`src/rtl/regfile_wr_arbiter.sv`:
```
// rtl/regfile_wr_arbiter.sv - two-port register-file writeback arbiter with read forwarding
module regfile_wr_arbiter (
  input  logic        clk,
  input  logic        rst_n,
  input  logic        alu_valid,
  input  logic [4:0]  alu_rd,
  input  logic [31:0] alu_data,
  output logic        alu_ready,
  input  logic        mem_valid,
  input  logic [4:0]  mem_rd,
  input  logic [31:0] mem_data,
  output logic        mem_ready,
  output logic        write_en,
  output logic [4:0]  WriteAdd,
  output logic [31:0] Reg_WriteData,
  input  logic [4:0]  ReadAdd1,
  input  logic [4:0]  ReadAdd2,
  input  logic [31:0] RegData1,
  input  logic [31:0] RegData2,
  output logic [31:0] Data1,
  output logic [31:0] Data2,
  output logic [15:0] wr_count
);

  typedef enum logic {PRI_MEM = 1'b0, PRI_ALU = 1'b1} pri_t;

  pri_t        pri_q;
  pri_t        pri_d;
  logic        we_q;
  logic        alu_xfer;
  logic        mem_xfer;
  logic        any_xfer;
  logic [4:0]  xfer_rd;
  logic [31:0] xfer_data;
  logic        fwd1;
  logic        fwd2;

  // Priority state register; reset favours the load port.
  always_ff @(posedge clk) begin
    if (!rst_n) pri_q <= PRI_MEM;
    else        pri_q <= pri_d;
  end

  // Next priority: only a contended cycle hands priority to the loser.
  always_comb begin
    pri_d = pri_q;
    if (alu_valid && mem_valid)
      pri_d = (pri_q == PRI_MEM) ? PRI_ALU : PRI_MEM;
  end

  // Grant outputs: a lone requester always wins, contention goes to the priority holder.
  always_comb begin
    alu_ready = 1'b0;
    mem_ready = 1'b0;
    if (rst_n) begin
      if (alu_valid && mem_valid) begin
        alu_ready = (pri_q == PRI_ALU);
        mem_ready = (pri_q == PRI_MEM);
      end else begin
        alu_ready = alu_valid;
        mem_ready = mem_valid;
      end
    end
  end

  assign alu_xfer  = alu_valid && alu_ready;
  assign mem_xfer  = mem_valid && mem_ready;
  assign any_xfer  = alu_xfer || mem_xfer;
  assign xfer_rd   = mem_xfer ? mem_rd : alu_rd;
  assign xfer_data = mem_xfer ? mem_data : alu_data;

  // Writeback output register; x0 writes are accepted but never enabled.
  always_ff @(posedge clk) begin
    if (!rst_n) begin
      we_q          <= 1'b0;
      WriteAdd      <= 5'd0;
      Reg_WriteData <= 32'd0;
    end else begin
      we_q <= any_xfer && (xfer_rd != 5'd0);
      if (any_xfer) begin
        WriteAdd      <= xfer_rd;
        Reg_WriteData <= xfer_data;
      end
    end
  end

  // A write still pending when reset arrives is dropped rather than committed.
  assign write_en = we_q && rst_n;

  // Saturating count of committed non-x0 writes.
  always_ff @(posedge clk) begin
    if (!rst_n)
      wr_count <= 16'd0;
    else if (write_en && (wr_count != 16'hFFFF))
      wr_count <= wr_count + 16'd1;
  end

  assign fwd1 = write_en && (WriteAdd == ReadAdd1) && (ReadAdd1 != 5'd0);
  assign fwd2 = write_en && (WriteAdd == ReadAdd2) && (ReadAdd2 != 5'd0);

  // Bypass the in-flight write so readers see it in the same cycle it is committed.
  always_comb begin
    Data1 = fwd1 ? Reg_WriteData : RegData1;
    Data2 = fwd2 ? Reg_WriteData : RegData2;
  end

endmodule

```
`config.mk`:
```
export PLATFORM = sky130hd
export DESIGN_NAME = regfile_wr_arbiter
export DESIGN_NICKNAME = d
export VERILOG_FILES = /design/src/rtl/regfile_wr_arbiter.sv
export SDC_FILE = /design/constraint.sdc
export NUM_CORES = 1
export LEC_CHECK = 0
export CORE_MARGIN = 2
export CORE_UTILIZATION = 34
export CTS_CLUSTER_DIAMETER = 100
export DETAILED_ROUTE_END_ITERATION = 10
export PLACE_DENSITY = 0.82
export REMOVE_ABC_BUFFERS = 1
export SLEW_MARGIN = 20
export SYNTH_ARGS = -nofsm -noshare
export SYNTH_HDL_FRONTEND = slang
export SYNTH_SLANG_ARGS = --single-unit
```
`constraint.sdc`:
```
create_clock -name clk -period 2.55 [get_ports clk]
set_clock_uncertainty 0.1 [all_clocks]
set_input_delay 0.51 -clock clk [delete_from_list [all_inputs] [get_ports clk]]
set_output_delay 0.51 -clock clk [all_outputs]
set_load 0.05 [all_outputs]
```
==> results of run 1 <==
==> cell families (layout without fill, tap and decap cells) <==
| group | after synthesis | in the layout | synth area share, % |
|---|---|---|---|
| xor gates and xnor gates | 9 | 9 | 2.26 |
| adders and majority gates | 1 | 1 | 0.359 |
| DFF | 55 | 55 | 31.6 |
| and+or+nand+nor | 104 | 104 | 14.1 |
| muxes | 108 | 108 | 33.3 |
| AOI/OAI and AO/OA | 65 | 65 | 14.8 |
| buffers and inverters | 31 | 318 | 3.62 |
==> what timing repair did <==
action,in CTS,in global routing
resized for setup,241,35
pin swaps,12,8
setup buffers,12,2
cloned,7,1
endpoints found under the setup margin,64,64
==> tightest hold or removal path, delay by kind of cell (launching register included) <==
| kind | cells | cell delay (ns) |
|---|---|---|
| and+or+nand+nor | 1 | 0.07 |
| AOI/OAI and AO/OA | 1 | 0.06 |
| DFF | 1 | 0.36 |
==> layout make-up <==
type                       count  area (sq um)  area share [%]
sequential                    55          1120            14.8
timing repair buffer         304          3520            46.4
multi-input combinational    287          2640            34.9
clock buffer                   6          72.6           0.958
clock inverter                 1          30.0           0.397
tap                          133           166            2.20
inverter                       7          26.3           0.347
==> metrics by stage <==
| stage | util [%] | cells | setup slack, ns | TNS, ns |
|---|---|---|---|---|
| after floorplan | - | 349 | -1.72 | -120.34 |
| after global placement | 64.5 | 771 | -0.643 | -36.53 |
| after detailed placement | 64.5 | 771 | -0.702 | -39.00 |
| after CTS | 76.8 | 797 | -0.295 | -13.01 |
| after global routing | 76.8 | 793 | -0.351 | -20.06 |
| final | 76.8 | 793 | -0.277 | -15.02 |
==> layer usage <==
metal | track usage (%) | routed length (um) | vias to the layer above
met2 | 54.4 | 9040 | 207
li1 | - | - | 1960
met4 | 8.38 | 482 | 0
met1 | 33.4 | 6460 | 2023
met5 | 0 | 0 | -
met3 | 6.00 | 1150 | 31
==> power groups by stage <==
stage	Combinational [mW]	Sequential, mW	Clock, mW
final	1.32	0.985	0.571
after global routing	1.37	0.992	0.615
after detailed placement	1.13	0.991	0
after global placement	1.12	0.989	0
after floorplan	0.455	1.15	0
after CTS	1.28	0.979	0.583
==> flip-flops by register name (all words and copies together), names as in the netlist <==
name,count
Reg_WriteData,32
wr_count,16
WriteAdd,5
pri_q,1
we_q,1
==> cells in the final DEF, fill, tap and decap left out, drive strengths merged <==
master	count
a21oi	5
clkinv	1
o31ai	1
o211a	1
a31oi	1
or4	3
o41ai	3
o21ai	6
bufinv	1
o211ai	4
o311a	1
nand4	5
or2	1
xor2	2
nor3	4
ha	1
a211oi	37
mux2	64
xnor2	7
buf	104
nand2	20
nor2	50
clkbuf	9
nand3	5
a41o	3
clkdlybuf4s50	193
dfxtp	55
and3	2
nand2b	5
o311ai	1
mux2i	44
inv	6
a2111oi	2
clkdlybuf4s15	4
or3	4
nand4b	1
nor4	4
==> worst paths after layout <==
kind,endpoint,slack [ns],start,cells after the start
worst max-delay path,Data2[11],-0.28,WriteAdd[0],8
worst min register to register,wr_count[12],0.43,wr_count[12],2
worst min-delay path,wr_count[12],0.43,wr_count[12],2
worst max register to register,wr_count[13],0.46,we_q,6
==> metrics.cfg, run 1 <==
[run_status]
status = finished with violations
violations = negative setup slack

[cells_and_area]
drive_gt1_share_pct = 31.4
nFillCells = 603
diodes = 0
area_growth_pct = 117
final_nets = 813
stdcell_area_sq_mm = 0.00757

[sta]
slew_headroom_pct = 62.0
fmax_mhz = 354
tightest_slew_ns = 0.569
slew_violations = 0
setup_slack_ns = -0.277
hold_viol_final = 0
min_period_ns = 2.83
whs_ns = 0.426
grt_setup_unrepaired = true
min_period_over_period_pct = 111
setup_viol = 64

[synth]
yosysTopAreaCell = dfxtp_1
synthArstFlopShare_pct = 0
yosysSeqAreaShare_pct = 31.6
synth_common_cells = mux2_2, dfxtp_1, nor2_1
synthDistinctLibCells = 40
synthesis.instances = 373
yosysTopAreaCellShare_pct = 31.6
yosysMostFrequentCell = mux2_2
netlist_area_sq_mm = 0.00349
synthFlopType = dfxtp_1
synth_area_leaders = dfxtp_1, mux2_2, mux2i_1
ys_ff_latch = 55
synth.avg_cell_area_sq_um = 9.35
synth_edf_count = 0
synth_warnings = 0

[die]
ioPinCount = 272
rows = 36
die_area_sq_mm = 0.0111
die_w_um = 105
die_y_um = 105
core_sq_mm = 0.00986
start_util_pct = 35.4

[route]
viasPerCell = 5.32
vias = 4221
route.detailed.wl_per_inst_um = 21.6
routed_wl_um = 17100
dr.pass1.iters = 5
remaining_drc_errors = 0
ant_nets = 0
drt-initial-drc-count = 222

[placement]
hpwl_um = 11200
placed_area_sq_mm = 0.00636
port_buffers = 271
gp_congestion = 0.851

[clock_tree]
tritoncts = built
htree_levels = 2
clkLatencyLatePin_ns = 0.30
cts_buffer_depth = 2
cts.sinks = 55
cts_hold_buffers = 0
clk_pin_slew_worst_paths_ns = 0.09
root_buffer = clkbuf_8
cts-buffers-inserted = 5

[worst_setup_path]
crit_top_cell = buf_12
start_kind = flip-flop
crit_fanout = 6
crit_family = buffers and inverters
slowest_delay_ns = 0.38
crit_slowest_cell = dfxtp_4
crit_type = flip-flop to output port
endpoint_kind = output port
cp_num_buf_inv = 4
path_cells = xnor2_2 > nand3_2 > a2111oi_4 > buf_6 > buf_12 > buf_12 > mux2_4 > buf_8
cp.arrival_ns = 2.22
cp.required_ns = 1.94

[pwr]
clkPwrFrac_pct = 19.8
power_density_mw_per_mm2 = 380
p_comb_share_pct = 46.0
ir_drop_mv = 0.252
p_total_mw = 2.88
power.switching_mw = 1.04
p_leak_nw = 3.20
power_frac_seq_pct = 34.2
switching_share_pct = 36.1
intPower_mw = 1.84

[grt]
grt_usage_pct = 29.2
grt_pass1_wl_um = 25100
grt_max_degree = 43
overflow = 0
antenna_found_initial = 0
first_global_vias = 4435

[min_path]
hold_path_class = flip-flop to flip-flop

[flow_run]
drv_cap = 0

No activity file was read; power rests on OpenSTA's default activity.
==> run 2, diff against run 1 <==
--- a/config.mk
+++ b/config.mk
@@ -5,11 +5,11 @@
 export SDC_FILE = /design/constraint.sdc
 export NUM_CORES = 1
 export LEC_CHECK = 0
-export CORE_MARGIN = 2
-export CORE_UTILIZATION = 34
+export CORE_AREA = 2 2 106 108
 export CTS_CLUSTER_DIAMETER = 100
 export DETAILED_ROUTE_END_ITERATION = 10
-export PLACE_DENSITY = 0.82
+export DIE_AREA = 0 0 108 110
+export DONT_BUFFER_PORTS = 1
 export REMOVE_ABC_BUFFERS = 1
 export SLEW_MARGIN = 20
 export SYNTH_ARGS = -nofsm -noshare
==> run 2 against run 1 <==
The flow still finishes with violations (negative setup slack). Global-route usage is 9.2 points lower. Count of clock-buffer cells in the layout is the same. Via count shrank 23%. Clock power fell by 18%. First-iteration DRC count down 20%. Wire length down 22%. Worst setup slack better by 0.094 ns. Register-to-register slack gained 0.06 ns. Combinational power fell by 37%. Sequential cell count stayed put. Power fell by 21%. Critical path depth is the same. Critical endpoint is now Data1[29]. Highest routed layer unchanged.
==> metrics.cfg, run 2 (synthesized netlist as in run 1, its figures left out) <==
[cells_and_area]
diodes = 0  ; unchanged
layout_commonest_cell = mux2_4  ; was clkdlybuf4s50_1
reg.largest.list = Reg_WriteData x32, wr_count x16, WriteAdd x5  ; unchanged
largest_reg_flops = 32  ; unchanged
area_growth_pct = 38.2  ; was 117%
final_nets = 592  ; was 813
drive_gt1_share_pct = 39.5  ; was 31.4%
stdcell_area_sq_mm = 0.00482  ; was 0.00757 sq mm
final_cell_mix = mux2_4, buf_4, dfxtp_1  ; was clkdlybuf4s50_1, mux2_4, buf_8
regMostFlops = Reg_WriteData  ; unchanged

[grt]
antenna_found_initial = 0  ; unchanged
met2_usage_pct = 33.2  ; was 54.4%
gr-usage-met1_pct = 26.9  ; was 33.4%
grt_pass1_wl_um = 17900  ; was 25100 um
grt-busiest-layer = met2  ; unchanged
grt_usage_pct = 20.0  ; was 29.2%
first_global_vias = 3172  ; was 4435
use_met3_pct = 4.41  ; was 6.00%
grt_max_degree = 49  ; was 43
overflow = 0  ; unchanged

[clock_tree]
cts_buffer_depth = 2  ; unchanged
clk_pin_slew_worst_paths_ns = 0.09  ; about the same
clkLatencyLatePin_ns = 0.31  ; was 0.30 ns
root_buffer = clkbuf_8  ; unchanged
cts.sinks = 55  ; unchanged
htree_levels = 2  ; unchanged
tritoncts = built  ; unchanged
cts-buffers-inserted = 5  ; unchanged

[placement]
gp_congestion = 0.851  ; about the same
preCtsSetupSlack_ns = -0.0954  ; was -0.702 ns
port_buffers = 0  ; was 271
placed_area_sq_mm = 0.00413  ; was 0.00636 sq mm
hpwl_um = 9340  ; was 11200 um

[die]
die_area_sq_mm = 0.0119  ; was 0.0111 sq mm
rows = 38  ; was 36
start_util_pct = 32.6  ; was 35.4%
die_w_um = 108  ; was 105 um
ioPinCount = 272  ; unchanged
core_sq_mm = 0.0107  ; was 0.00986 sq mm
die_y_um = 110  ; was 105 um

[worst_setup_path]
crit_family = buffers and inverters  ; unchanged
cp.arrival_ns = 2.12  ; was 2.22 ns
slowest_delay_ns = 0.39  ; was 0.38 ns
cp.required_ns = 1.94  ; about the same
cp-startpoint = WriteAdd[4]  ; was WriteAdd[0]
cp_num_buf_inv = 4  ; unchanged
endpoint_kind = output port  ; unchanged
start_kind = flip-flop  ; unchanged
crit_fanout = 6  ; unchanged
timing.rr.start = wr_count[1]  ; was we_q
crit_slowest_cell = mux2_4  ; was dfxtp_4
path_cells = buf_6 > nor2_4 > o41ai_4 > a2111oi_4 > buf_6 > buf_6 > buf_12 > mux2_4  ; was xnor2_2 > nand3_2 > a2111oi_4 > buf_6 > buf_12 > buf_12 > mux2_4 > buf_8
crit_type = flip-flop to output port  ; unchanged
crit_top_cell = buf_6  ; was buf_12

[pwr]
clkPwrFrac_pct = 20.4  ; was 19.8%
p_comb_share_pct = 36.7  ; was 46.0%
power_frac_seq_pct = 42.9  ; was 34.2%
p_leak_nw = 2.13  ; was 3.20 nW
intPower_mw = 1.36  ; was 1.84 mW
power.switching_mw = 0.919  ; was 1.04 mW
p_total_mw = 2.28  ; was 2.88 mW
power_density_mw_per_mm2 = 474  ; was 380 mW/mm^2
ir_drop_mv = 0.288  ; was 0.252 mV
switching_share_pct = 40.3  ; was 36.1%

[route]
remaining_drc_errors = 0  ; unchanged
viasPerCell = 5.62  ; was 5.32
dr.pass1.iters = 5  ; unchanged
route.detailed.wl_per_inst_um = 23.1  ; was 21.6 um
routed_wl_um = 13400  ; was 17100 um
vias = 3250  ; was 4221
ant_nets = 0  ; unchanged
drt-initial-drc-count = 178  ; was 222

[sta]
hold_viol_final = 0  ; unchanged
grt_setup_unrepaired = true  ; unchanged
min_period_ns = 2.73  ; was 2.83 ns
tightest_slew_ns = 0.610  ; was 0.569 ns
fmax_mhz = 366  ; was 354 MHz
min_period_over_period_pct = 107  ; was 111%
setup_viol = 64  ; unchanged
whs_ns = 0.234  ; was 0.426 ns
slew_violations = 0  ; unchanged
setup_slack_ns = -0.183  ; was -0.277 ns
slew_headroom_pct = 59.3  ; was 62.0%

[min_path]
hold_path_class = input port to flip-flop  ; was flip-flop to flip-flop
min-delay-start = rst_n  ; was wr_count[12]

[flow_run]
drv_cap = 0  ; unchanged

[run_status]
violations = negative setup slack  ; unchanged
status = finished with violations  ; unchanged

==> run 2: what timing repair did <==
item,in CTS,in global routing
resized for setup,82,24
setup buffers,10,1
endpoints found under the hold margin,0,0
pin swaps,3,3
hold buffers,0,0
gates cloned,5,1
endpoints found under the setup margin,64,64
==> run 2: per-stage QoR <==
step / TNS, ns / instances / util, %
final: -8.81 / 578 / 45.1
after floorplan: -120.34 / 349 / -
after CTS: -10.39 / 580 / 44.3
after global routing: -15.93 / 578 / 45.1
after detailed placement: -3.67 / 559 / 38.6
after global placement: -1.15 / 559 / 38.6
==> run 2: final timing paths <==
check / slack [ns] / cells after the start / endpoint
worst min register to register: 0.42 / 2 / Reg_WriteData[10]
worst min-delay path: 0.23 / 1 / wr_count[9]
worst max register to register: 0.52 / 5 / wr_count[0]
worst max-delay path: -0.18 / 8 / Data1[29]
==> run 2: power by group through the flow <==
stage	Clock (mW)	Sequential, mW	Combinational, mW
4_1_cts	0.483	0.978	0.819
5_1_grt	0.510	0.986	0.875
3_3_place_gp	0	0.992	0.751
2_1_floorplan	0	1.15	0.455
3_5_place_dp	0	0.995	0.758
6_report	0.466	0.980	0.837
==> run 2: final cells by class <==
class | instances | area [sq um]
clock buffers | 6 | 72.6
repair buffers | 83 | 841
well taps | 140 | 175
multi-input cells | 287 | 2590
flip-flops and latches | 55 | 1120
fillers | 1013 | 5880
inverters | 7 | 26.3
==> run 2: worst register-to-register path, stage by stage (launching register included) <==
cell and delay [ns]:
dfxtp_1 0.41, ha_1 0.23, nand3_1 0.20, or3_1 0.50, o21ai_1 0.28, mux2i_1 0.23
==> run 2: per-layer routing <==
| metal | share of wire (%) | wire (um) |
|---|---|---|
| met5 | 0 | 0 |
| met4 | 0.72 | 96 |
| met3 | 8.0 | 1070 |
| met2 | 49 | 6590 |
| met1 | 42 | 5600 |
